`src/rtl/ifetch_queue_pkg.sv`:
```
// Shared definitions for the instruction fetch queue: opcode, FSM encoding,
// queue entry layout and the RISC-V J-type immediate decoder.
package ifetch_queue_pkg;

    localparam logic [6:0]  OPC_JAL          = 7'b1101111;
    localparam logic [31:0] DEFAULT_RESET_PC = 32'h0000_0000;

    typedef enum logic [1:0] {
        IFQ_IDLE    = 2'd0,
        IFQ_REQ     = 2'd1,
        IFQ_WAIT    = 2'd2,
        IFQ_DISCARD = 2'd3
    } ifq_state_e;

    typedef struct packed {
        logic [31:0] pc;
        logic [31:0] instr;
    } ifq_entry_t;

    function automatic logic [31:0] jal_imm(input logic [31:0] instr);
        return {{11{instr[31]}}, instr[31], instr[19:12], instr[20], instr[30:21], 1'b0};
    endfunction

endpackage

```
`src/rtl/ifetch_queue_fifo.sv`:
```
// ifq_fifo: 2^DEPTH_LOG2-entry ring buffer of 64-bit {pc, instr} words with
// show-ahead head output; clear has priority over push and pop.
module ifq_fifo #(
    parameter int DEPTH_LOG2 = 2
) (
    input  logic                  clk_in,
    input  logic                  rst_in,
    input  logic                  push,
    input  logic [63:0]           push_data,
    input  logic                  pop,
    input  logic                  clear,
    output logic [63:0]           head_data,
    output logic                  full,
    output logic [DEPTH_LOG2:0]   count
);

    localparam int DEPTH = 1 << DEPTH_LOG2;
    localparam logic [DEPTH_LOG2:0] DEPTH_CNT = {1'b1, {DEPTH_LOG2{1'b0}}};

    logic [63:0]           mem_q [DEPTH];
    logic [63:0]           mem_d [DEPTH];
    logic [DEPTH_LOG2-1:0] head_q, head_d, tail_q, tail_d;
    logic [DEPTH_LOG2:0]   count_q, count_d;
    logic                  do_push, do_pop;

    always_comb begin
        mem_d   = mem_q;
        head_d  = head_q;
        tail_d  = tail_q;
        count_d = count_q;
        do_push = push && (count_q != DEPTH_CNT);
        do_pop  = pop && (count_q != '0);
        if (clear) begin
            head_d  = '0;
            tail_d  = '0;
            count_d = '0;
        end else begin
            // A push into a full buffer is dropped rather than overwriting the head.
            if (do_push) begin
                mem_d[tail_q] = push_data;
                tail_d        = tail_q + 1'b1;
            end
            if (do_pop) head_d = head_q + 1'b1;
            case ({do_push, do_pop})
                2'b10:   count_d = count_q + 1'b1;
                2'b01:   count_d = count_q - 1'b1;
                default: count_d = count_q;
            endcase
        end
    end

    always_ff @(posedge clk_in or negedge rst_in) begin
        if (!rst_in) begin
            for (int i = 0; i < DEPTH; i++) mem_q[i] <= '0;
            head_q  <= '0;
            tail_q  <= '0;
            count_q <= '0;
        end else begin
            mem_q   <= mem_d;
            head_q  <= head_d;
            tail_q  <= tail_d;
            count_q <= count_d;
        end
    end

    assign head_data = mem_q[head_q];
    assign full      = (count_q == DEPTH_CNT);
    assign count     = count_q;

endmodule

```
`src/rtl/ifetch_queue.sv`:
```
// ifetch_queue: one-outstanding sequential fetcher feeding a small decoder queue.
// Optional static JAL redirect on push is enabled by defining JAL_PREDICT_EN.
module ifetch_queue
    import ifetch_queue_pkg::*;
#(
    parameter int          DEPTH_LOG2 = 2,
    parameter logic [31:0] RESET_PC   = DEFAULT_RESET_PC
) (
    input  logic                clk_in,
    input  logic                rst_in,
    input  logic                rdy_in,
    output logic                mem_req_valid,
    output logic [31:0]         mem_req_addr,
    input  logic                mem_req_ready,
    input  logic                mem_resp_valid,
    input  logic [31:0]         mem_resp_data,
    output logic                dec_valid,
    input  logic                dec_ready,
    output logic [31:0]         dec_pc,
    output logic [31:0]         dec_instr,
    input  logic                flush_in,
    input  logic [31:0]         flush_pc,
    output logic [DEPTH_LOG2:0] queue_count
);

    localparam logic [DEPTH_LOG2:0] DEPTH_CNT = {1'b1, {DEPTH_LOG2{1'b0}}};

    ifq_state_e          state_q, state_d;
    logic [31:0]         fetch_pc_q, fetch_pc_d;
    logic [31:0]         next_pc;
    logic                push, pop, fifo_full;
    logic [63:0]         head_data;
    logic [DEPTH_LOG2:0] count;
    ifq_entry_t          push_entry;

    always_ff @(posedge clk_in or negedge rst_in) begin
        if (!rst_in) begin
            state_q    <= IFQ_IDLE;
            fetch_pc_q <= RESET_PC;
        end else begin
            state_q    <= state_d;
            fetch_pc_q <= fetch_pc_d;
        end
    end

    // Issue is gated on count < DEPTH so the single in-flight word always has room.
    always_comb begin
        state_d = state_q;
        case (state_q)
            IFQ_IDLE:
                if (!flush_in && rdy_in && (count < DEPTH_CNT)) state_d = IFQ_REQ;
            IFQ_REQ:
                if (flush_in)           state_d = mem_req_ready ? IFQ_DISCARD : IFQ_IDLE;
                else if (mem_req_ready) state_d = IFQ_WAIT;
            IFQ_WAIT:
                if (flush_in)            state_d = mem_resp_valid ? IFQ_IDLE : IFQ_DISCARD;
                else if (mem_resp_valid) state_d = IFQ_IDLE;
            IFQ_DISCARD:
                // The stale word is consumed even if another flush lands with it.
                if (mem_resp_valid) state_d = IFQ_IDLE;
            default: state_d = IFQ_IDLE;
        endcase
    end

    always_comb begin
        next_pc = fetch_pc_q + 32'd4;
`ifdef JAL_PREDICT_EN
        if (mem_resp_data[6:0] == OPC_JAL) next_pc = fetch_pc_q + jal_imm(mem_resp_data);
`endif
    end

    always_comb begin
        fetch_pc_d = fetch_pc_q;
        if (flush_in)  fetch_pc_d = flush_pc;
        else if (push) fetch_pc_d = next_pc;
    end

    always_comb begin
        mem_req_valid    = (state_q == IFQ_REQ);
        mem_req_addr     = fetch_pc_q;
        push             = (state_q == IFQ_WAIT) && mem_resp_valid && !flush_in;
        push_entry.pc    = fetch_pc_q;
        push_entry.instr = mem_resp_data;
        dec_valid        = (count != '0) && rdy_in && !flush_in;
        pop              = dec_valid && dec_ready;
        dec_pc           = head_data[63:32];
        dec_instr        = head_data[31:0];
        queue_count      = count;
    end

    ifq_fifo #(.DEPTH_LOG2(DEPTH_LOG2)) u_fifo (
        .clk_in    (clk_in),
        .rst_in    (rst_in),
        .push      (push),
        .push_data (push_entry),
        .pop       (pop),
        .clear     (flush_in),
        .head_data (head_data),
        .full      (fifo_full),
        .count     (count)
    );

    push_never_full: assert property (@(posedge clk_in) disable iff (!rst_in) !(push && fifo_full));

endmodule

```
`config.mk`:
```
export PLATFORM = sky130hd
export DESIGN_NAME = ifetch_queue
export DESIGN_NICKNAME = d
export VERILOG_FILES = /design/src/rtl/ifetch_queue_pkg.sv /design/src/rtl/ifetch_queue_fifo.sv /design/src/rtl/ifetch_queue.sv
export SDC_FILE = /design/constraint.sdc
export NUM_CORES = 1
export LEC_CHECK = 0
export BUFFER_PORTS_ARGS = -buffer_cell sky130_fd_sc_hd__buf_2
export CORE_MARGIN = 5
export CORE_UTILIZATION = 53
export CTS_BUF_LIST = sky130_fd_sc_hd__clkbuf_4 sky130_fd_sc_hd__clkbuf_8 sky130_fd_sc_hd__clkbuf_16
export CTS_CLUSTER_DIAMETER = 80
export CTS_CLUSTER_SIZE = 10
export DETAILED_ROUTE_END_ITERATION = 10
export PLACE_DENSITY = 0.84
export SYNTH_ARGS = -nofsm -noshare
export SYNTH_HDL_FRONTEND = slang
export SYNTH_HIERARCHICAL = 1
export SYNTH_SLANG_ARGS = --single-unit
```
`constraint.sdc`:
```
create_clock -name clk_in -period 6.3 [get_ports clk_in]
set_input_delay 0.945 -clock clk_in [delete_from_list [all_inputs] [get_ports clk_in]]
set_output_delay 0.945 -clock clk_in [all_outputs]
set_load 0.1 [all_outputs]
```
== Word-level counts from Yosys, hierarchy flattened ==
Cells that the tools add are included.
W data, S select, Z words.
Word-level totals
  output and inout port bits: 101
  word-level logic and storage cells: 70
  bits in registers: 297
Operators by class
  equal/unequal tests: 8
  bitwise gates (word level): 3
  order comparisons: 4
  reduce and logical (&&, ||, !) cells: 19
  muxes and demuxes: 22
  add/sub/neg operators: 5
Operators with widths (count)
  $bwmux W256: 1
  $mux W64: 3
  $bmux W64 S2: 1
  $demux W64 S2: 1
  $mux W32: 2
  $add A32 B3 Y32 const B: 1
  $mux W2: 11
  $logic_and A1 B1 Y1: 10
  $pmux W2 S4: 1
  $eq A2 B2 Y1 const B: 3
  $ge A3 B3 Y1 const B: 2
  $not A2 Y3: 2
  $pmux W3 S2: 1
  $reduce_bool A2 Y1: 3
  $reduce_bool A3 Y1: 2
  $add A2 B1 Y2 const B: 2
  $eq A2 B1 Y1 const B: 2
  $reduce_and A2 Y1: 2
  $add A3 B1 Y3 const B: 1
  $lt A3 B1 Y1 const B: 1
  $lt A3 B3 Y1 const B: 1
  $mux W3: 1
  $ne A3 B1 Y1 const B: 1
  $ne A3 B3 Y1 const B: 1
  other kinds (5): 5

== Depth between registers and ports, before layout ==
Gate-level depths: netlist (run 1).
  depth after elaboration: 8
  mapped depth: 11

== Hierarchy ==
Netlist (run 1), hierarchy kept.
Modules (own cells, without submodules)
  ifq_fifo: area each 12245.5 um2, instances 1, sequential area each 6581.3 um2, cells an instance 679
  ifetch_queue: area each 1964.4 um2, instances 1, sequential area each 850.8 um2, cells an instance 220

== Worst setup path after synthesis (run 1) ==
Ideal clock, no wire load.
  kind: input to register
  start point: in flush_in
  end point: reg u_fifo.count_q[1], in the netlist u_fifo/count[1]
  cell stages on the path: 10
  arrival: 4.085 ns
  path slack: 2.090 ns
  setup time: 0.125 ns
  path buffers: 2
  cell sequence: clkbuf_1 nand2b_1 nor2_1 and2_1 clkbuf_1 o31ai_1 nor2_1 fa_1 a31oi_1 nor4_1
Between the ends
  longest elaborated chain between the ends: 7
  elaborated cells between the ends (all ways): 11
  those cells by class: eq/ne (2); mux (2); reduce/logical (7)
RTL lines
  start, declared: line ifetch_queue.sv:21  | input logic flush_in,
  $logic_not A1 Y1 *: line ifetch_queue.sv:84  | dec_valid = (count != '0) && rdy_in && !flush_in;
  $logic_and A1 B1 Y1 *: line ifetch_queue.sv:84
  via dec_valid: line ifetch_queue.sv:17  | output logic dec_valid,
  $logic_and A1 B1 Y1 *: line ifetch_queue.sv:85  | pop = dec_valid && dec_ready;
  via pop: line ifetch_queue.sv:31  | logic push, pop, fifo_full;
  $logic_and A1 B1 Y1 *: line ifetch_queue_fifo.sv:32  | do_pop = pop && (count_q != '0);
  $eq A2 B1 Y1 / $eq A2 B2 Y1 (equally long branches): line ifetch_queue_fifo.sv:44  | case ({do_push, do_pop})
  $pmux W3 S2: line ifetch_queue_fifo.sv:44
  $mux W3: line ifetch_queue_fifo.sv:33  | if (clear) begin
  end signal, assigned: line ifetch_queue_fifo.sv:62  | count_q <= count_d;
  end, declared: line ifetch_queue_fifo.sv:23  | logic [DEPTH_LOG2:0] count_q, count_d;
Mark *: on every way through the listed nets, which the timed path passes. The rest lies on a longest branch.
A chain may end at the register's enable or synchronous reset.

== Worst setup path after layout (run 1) ==
  start point: reg u_fifo.head_q[0]
  end point: out dec_pc[9]
Between the ends
  longest elaborated chain between the ends: 4
RTL lines
  start, declared: line ifetch_queue_fifo.sv:22  | logic [DEPTH_LOG2-1:0] head_q, head_d, tail_q, tail_d;
  start signal, assigned: line ifetch_queue_fifo.sv:55  | head_q <= '0;
  start signal, assigned: line ifetch_queue_fifo.sv:60  | head_q <= head_d;
  $not A2 Y3 (implied by the code): line ifetch_queue_fifo.sv:66  | assign head_data = mem_q[head_q];
  $bmux W64 S2: line ifetch_queue_fifo.sv:66
  $mux W64 (implied by the code) (2 in a row): line ifetch_queue_fifo.sv:66
  end, declared: line ifetch_queue.sv:19  | output logic [31:0] dec_pc,
Every way passes these cells. The select of a mux whose other input is x is not followed.

==> results of run 1 <==
==> flip-flops by register name, summed over array words and instances, names as in the netlist <==
name / flops
u_fifo/count: 3
mem_req_addr: 32
u_fifo/tail_q: 2
u_fifo/head_q: 2
state_q: 2
u_fifo/mem_q: 256
==> cell usage after synthesis (11+ instances only) <==
cell | n | area share
sky130_fd_sc_hd__dfrtp_1 | 297 | 0.52
sky130_fd_sc_hd__mux2_2 | 137 | 0.11
sky130_fd_sc_hd__mux2_4 | 120 | 0.13
sky130_fd_sc_hd__mux4_2 | 64 | 0.10
sky130_fd_sc_hd__nor2_1 | 24 | 0.0063
sky130_fd_sc_hd__nand2_1 | 22 | 0.0058
sky130_fd_sc_hd__a31oi_1 | 18 | 0.0079
sky130_fd_sc_hd__nand3_1 | 17 | 0.0060
sky130_fd_sc_hd__o21ai_0 | 17 | 0.0060
sky130_fd_sc_hd__buf_6 | 15 | 0.012
sky130_fd_sc_hd__clkbuf_1 | 15 | 0.0040
sky130_fd_sc_hd__or4_1 | 13 | 0.0069
sky130_fd_sc_hd__buf_12 | 12 | 0.017
sky130_fd_sc_hd__o31ai_1 | 12 | 0.0063
sky130_fd_sc_hd__nand4_1 | 11 | 0.0048
==> routing by layer <==
| metal | global-route usage | vias up | routed length (um) |
|---|---|---|---|
| li1 | - | 3673 | - |
| met1 | 0.2909 | 4409 | 13480 |
| met2 | 0.3425 | 264 | 15270 |
| met3 | 0.03926 | 42 | 1775 |
| met4 | 0.04784 | 0 | 496 |
| met5 | 0 | - | 0 |
==> final cells by class <==
cell class                      instances  area share
Inverter                                9    0.002114
Sequential cell                       297      0.4655
Clock buffer                           39     0.05887
Tap cell                              341     0.02669
Multi-Input combinational cell        535      0.3878
Clock inverter                          1   0.0003131
Timing Repair Buffer                  179     0.05871
==> kinds of logic after synthesis <==
kind of cell,synth area share
mux,0.3383
flops,0.5230
simple gates,0.05354
buf+inv,0.04077
compound gates,0.02994
xor+xnor,0.008629
fa+ha+maj,0.005811
==> critical path, stage by stage, from the launching register on <==
cell and delay, ns:
sky130_fd_sc_hd__dfrtp_4 1.08, sky130_fd_sc_hd__buf_4 0.53, sky130_fd_sc_hd__mux4_2 0.60, sky130_fd_sc_hd__buf_2 0.32
==> final timing paths <==
check	startpoint	to	slack, ns	depth (start not counted)
worst min-delay path	rst_in	u_fifo/mem_q[202]	0.47	1
worst min register to register	u_fifo/mem_q[127]	u_fifo/mem_q[127]	0.49	1
min in group clk_in	u_fifo/mem_q[127]	u_fifo/mem_q[127]	0.49	1
max in group asynchronous	rst_in	u_fifo/mem_q[238]	4.57	2
worst max-delay path	u_fifo/head_q[0]	dec_pc[9]	2.32	3
worst max register to register	state_q[0]	u_fifo/mem_q[41]	2.41	6
==> where the power goes <==
| part | switching, mW | internal [mW] | total [mW] |
|---|---|---|---|
| combinational | 2.01 | 0.667 | 2.68 |
| clock | 0.698 | 1.04 | 1.74 |
| sequential | 0.194 | 2.17 | 2.36 |
| total | 2.91 | 3.88 | 6.78 |
==> per-stage QoR <==
stage | util | worst slack (ns)
final | 0.5997 | 2.319
after global routing | 0.5997 | 2.051
after CTS | 0.5997 | 2.190
after detailed placement | 0.5642 | 1.861
after global placement | 0.5642 | 2.031
after floorplan | - | 2.090
==> results list, run 1 <==
- Counting along the longest clock path gives a buffer depth of 3.
- The number of antenna violations at the first check in global routing is 0.
- Port Buffer Count: ~170
- Clock transition at path regs: ~0.050 ns
* Post-Layout Inst Area: 15980 um^2
- The number of slew-limit violations in the final report came to 0.
- DR WL/cell: 22.14 um
* Library cell used as clock root buffer: sky130_fd_sc_hd__clkbuf_16
- Leaving out fill and tap cells, the most frequent cell in the layout is sky130_fd_sc_hd__dfrtp_1.
- Measured along the y axis, the die boundary spans 173.7 um.
* Number of levels the H-tree was split into: 2
* Final Routed Wirelength: around 31 mm
* Max FO, Critical Path: 47
* Setup clock skew after layout: 0.01271 ns
* RSZ-0062 raised after global routing: no
- For this run, the register share of the synthesized area comes to 0.5230.
* Commonest cells after routing, fill and taps aside: sky130_fd_sc_hd__dfrtp_1, sky130_fd_sc_hd__buf_2, sky130_fd_sc_hd__mux2_2, sky130_fd_sc_hd__mux2_4, sky130_fd_sc_hd__mux4_2
- Proportion of layout cells with a drive suffix above 1: 0.5198
- Die span in x: roughly 170 um
- Max Freq: roughly 250 MHz
- Layout area overhead: 12.48%
- The core region is roughly 27000 um^2.
* Initial DRT Pass Iterations: 4
* Post-synthesis instance area: roughly 14000 um^2
- Post-layout total power: 6.783 mW
- Counting every sink on the clock net gives ~300.
- Nature of the critical path startpoint: flip-flop
- VDD IR-drop max: about 0.00028 V
- Counting the buffers created by CTS gives 35.
- The tool flagged a number of max-cap violations equal to 0.
* Synthesized netlist cell count: about 900
- The later pin in the worst-skew pair is clocked with a latency of 0.49 ns.
- Routability-driven placement congestion ratio: 0.8102
* Final-stage net count: around 1100
- In the global route stage, overall resource usage came out at 0.2080.
* Number of hold-slack violations in the final timing report: 0
* Share of synthesized registers carrying an async set or reset: 1.000
* Vias per cell: ~6
- Resized cells post-CTS: 0
- The routed layout has 8388 vias.
* Flops & latches, synth: around 300
- The first global-routing pass estimated 50.78 mm of wire.
- Entering global routing, the biggest net connects around 150 pins.
- In this run the power density over the cells is 424.4 nW/um^2.
* Number of hold buffers added after cts: 0
- 0 antenna diodes ended up in the layout.
- On the final layout, the worst hold slack is about 0.47 ns.
- The worst path in the final design needs a cycle of 3.981 ns, including I/O delays and setup.
- Io pins: 172
* Number of DRC markers in iteration 0: 509
* TritonCTS clock tree: built
- After floorplanning, the core was divided into 60 placement rows.
- The worst setup path is of the reg2out kind.
* Number of inserted filler cells in the final layout: approximately 2000
- Data on the critical path is required at its endpoint by 5.35 ns.
- Initial Utilization: 0.5332
- Global routing finished with a remaining overflow of 0.
- Worst-case headroom to the max-slew limit: 0.2817
- Arrival time of the worst setup path: 3.04 ns
* Placement Cell Area: 15040 um^2
* Post-Synthesis Net Count: a little under 1000
- Post CTS Setup Buffer Count: 0
- Final Non-Filler Cells: around 1400
- HPWL after DPL: between 15 and 20 mm
- The die covers around 30000 um^2.
* Count of antenna-violating nets left after detailed routing: 0
- Dominant register cell in the synthesized netlist: sky130_fd_sc_hd__dfrtp_1
* Mean instance size in the synthesized netlist: between 15 and 20 um^2
- The via count of the first global-routing pass came to ~9200.
- Synth unique cells: between 50 and 60
- The worst setup path is captured at an output port.
- FF/Latch Area: ~7400 um^2
* Cell count after placement: 1361
* Actual transition at the worst max-transition pin: between 1 and 1.5 ns
* Class of the tightest hold or removal check: in2async
* Count of flip-flops with a built-in enable after synthesis: 0
- The run finished with clean final reports.
* Final period utilization: 0.6318
* Count of synthesis-stage warnings from yosys: 6
- In the final timing run, aggregate negative setup slack is 0 ns.
* Number of DRC violations after detailed routing: 0
- Setup violations remaining at the end of the flow were counted as 0.
- The analysis attributes to cell leakage a power of about 8 nW.
- Summing all multi-input logic gate instances after layout gives around 6200 um^2.
Note: power is estimated with default switching activity, not from simulation.
==> inputs of run 2 (changes only) <==
--- a/config.mk
+++ b/config.mk
@@ -5,6 +5,7 @@
 export SDC_FILE = /design/constraint.sdc
 export NUM_CORES = 1
 export LEC_CHECK = 0
+export ABC_AREA = 1
 export BUFFER_PORTS_ARGS = -buffer_cell sky130_fd_sc_hd__buf_2
 export CORE_MARGIN = 5
 export CORE_UTILIZATION = 53
==> constraint.sdc (replaced) <==
create_clock -name clk_in -period 3.85 [get_ports clk_in]
set_input_delay 0.5775 -clock clk_in [delete_from_list [all_inputs] [get_ports clk_in]]
set_output_delay 0.5775 -clock clk_in [all_outputs]
set_load 0.1 [all_outputs]
==> results list, run 2 <==
* Status: completed
- From left edge to right edge, the die measures about 170 um.
- Along the worst path, the maximum fanout reaches 59.
* Register ranked first by flip-flop count: u_fifo/mem_q
- Routability-driven placement finished with a final weighted congestion of ~0.9.
* RSZ-0062 raised after global routing: no
* Critical path type: reg2out
- Number of DRC violations after detailed routing: 0
* Arrival time of the worst setup path: about 2.9 ns
- Io pins: roughly 170
* Post CTS Setup Buffer Count: 0
* Total Die Area: ~30000 um^2
- Total of endpoints with negative setup slack in the final report: 0
* Switching share of power: 0.4851
- The tool flagged a number of max-cap violations equal to 0.
- Total routing usage reported by global routing: 0.2384
- The first global-routing pass estimated about 60 mm of wire.
- Detailed-route via count: between 10000 and 15000
- Number of hold buffers added after cts: 0
* DIE HEIGHT: roughly 170 um
- Vias in the first global route: around 12000
* Switching power summed over all nets: 5.692 mW
* Class of the tightest hold or removal check: in2async
- Longest Clk Path Bufs: 3
- Dividing the final minimum period by the clock period gives 0.8984.
* Flip-flop count of the largest register, all copies and words added: 256
* Commonest cells after routing, fill and taps aside: sky130_fd_sc_hd__nand2_1, sky130_fd_sc_hd__dfrtp_1, sky130_fd_sc_hd__o21ai_1, sky130_fd_sc_hd__nor2_1, sky130_fd_sc_hd__buf_2
* Final Routed Wirelength: roughly 36 mm
* Initial DRT Pass Iterations: 8
- Part of the total power dissipated in sequential elements: 0.339
* Setup clock skew after layout: between 0.02 and 0.03 ns
- Of the total power, combinational logic draws 0.425.
* Clock buffer count from CTS: 35
- In the final layout, the share of cells above drive strength 1 is 0.1499.
- During synthesis, Yosys emitted a total of 6 warnings.
- Lkg Pwr: approximately 8 nW
- In the routed layout, each cell is associated on average with a via count of between 5 and 6.
- In this design, the stage delay of the slowest critical-path cell is roughly 0.66 ns.
* DR WL/cell: approximately 17 um
- Clock network fraction of design power: 0.236
- Data required time of the worst path: around 3.3 ns
- The number of antenna violations at the first check in global routing was 0.
* Number of DRC markers in iteration 0: approximately 1100
- The tree is rooted in a sky130_fd_sc_hd__clkbuf_16.
- In this run the standard cell core region covers around 26000 um^2.
- For this run, the post-layout net count is ~1900.
- Row generation in the floorplan step produced 59 rows.
- Power density over cell area: roughly 740 nW/um^2
- In this run the tool buffered the top-level ports with 171 buffer cells.
- The count of nets left with antenna violations once routing finished came out at 0.
- Antenna diode instance count: 0
- Maximum number of pins on one net before global-route repair: 129
- Worst-case headroom to the max-slew limit: 0.4253
* VDD IR-drop max: 0.0005024 V
* Endpoint class of the critical path: output port
- The number of hold-slack violations in the final timing report came to 0.
- Worst skew pair latency: approximately 0.5 ns
* Number of inserted filler cells in the final layout: 2206
* Crit-path cells: inv_4 > buf_4 > o21ai_0 > o22ai_1 > buf_2
- Together, buffers and inverters on the worst path number 3.
- Time the final worst path needs with I/O delays and setup: between 3 and 4 ns
* Max Freq: roughly 290 MHz
* HPWL after DPL: approximately 23 mm
- Nature of the critical path startpoint: flip-flop
- The average instance in the mapped netlist occupies about 8.4 um^2.
- Layout area overhead: 11.70%
- Most common cell after layout, fill and taps aside: sky130_fd_sc_hd__nand2_1
- Highest-delay cell along the critical path: sky130_fd_sc_hd__dfrtp_4
- Clock-pin slew was measured on the worst setup and hold paths at about 0.050 ns.
- In this run the register-to-register setup slack is 1.44 ns.
- Gr ovfl total: 0
- CP top delay family: buffers and inverters
* Final-layout setup total negative slack: 0 ns
- Counting every sink on the clock net gives roughly 300.
* Actual transition at the worst max-transition pin: roughly 0.86 ns
- The initial utilization of the core area, before any placement, comes to 0.5404.
* Slew Viols, Final: 0
- Synthesized netlist cell count: 1688
- Post-layout total power: about 12 mW
- In this run the number of H-tree levels came out at 2.
- TritonCTS clock tree: built
* Post-synthesis instance area: about 14000 um^2
- Synthesis produced a netlist with a net count of roughly 1800.
- Cell-internal power: roughly 6 mW
- Resized cells post-CTS: 0
[run 2: path summary, 6_finish.rpt]
| path | from | endpoint | depth (start not counted) |
|---|---|---|---|
| setup / recovery | u_fifo/head_q[0] | dec_instr[8] | 5 |
| hold / removal | rst_in | u_fifo/mem_q[11] | 1 |
| setup reg to reg | u_fifo/count[2] | u_fifo/count[2] | 12 |
| hold reg to reg | u_fifo/mem_q[120] | u_fifo/mem_q[120] | 2 |
| max in group asynchronous | rst_in | u_fifo/mem_q[212] | 2 |
| min in group clk_in | flush_pc[1] | mem_req_addr[1] | 3 |
[run 2: layout make-up]
| class | instances | area [um^2] | share of cell area |
|---|---|---|---|
| inverter | 110 | 416.7 | 0.02634 |
| multi-input combinational | 1174 | 5514 | 0.3486 |
| clock inverter | 2 | 13.76 | 0.0008701 |
| timing repair buffer | 194 | 1126 | 0.07119 |
| sequential | 297 | 7437 | 0.4702 |
| clock buffer | 37 | 890.9 | 0.05632 |
| tap | 335 | 419.2 | 0.02650 |
[run 2: power groups by stage]
stage                     clock (mW)  sequential, mW  combinational [mW]
after floorplan                    0            4.36                3.72
after global placement             0            3.99                4.94
after detailed placement           0            4.01                4.99
after CTS                       2.82            3.97                5.01
after global routing            2.96            4.03                5.25
final                           2.76            3.98                4.99
[run 2: per-stage QoR]
stage          setup WS [ns]  area (um^2)  hold slack, ns  std cells  utilization
2_1_floorplan         0.7124        14160          0.2819       1688            -
3_3_place_gp           1.010        14910          0.4652       2110       0.5691
3_5_place_dp          0.9790        14910          0.4725       2110       0.5691
4_1_cts               0.4370        15820          0.1866       2149       0.6036
5_1_grt               0.2859        15820          0.2219       2149       0.6036
6_report              0.3912        15820          0.1524       2149       0.6036
[run 2: routing by layer]
| metal | vias up | GRT usage | part of all wire |
|---|---|---|---|
| met5 | - | 0 | 0 |
| met1 | 5754 | 0.3227 | 0.42 |
| met2 | 526 | 0.3975 | 0.48 |
| met3 | 48 | 0.04602 | 0.080 |
| met4 | 0 | 0.06352 | 0.018 |
| li1 | 5777 | - | - |
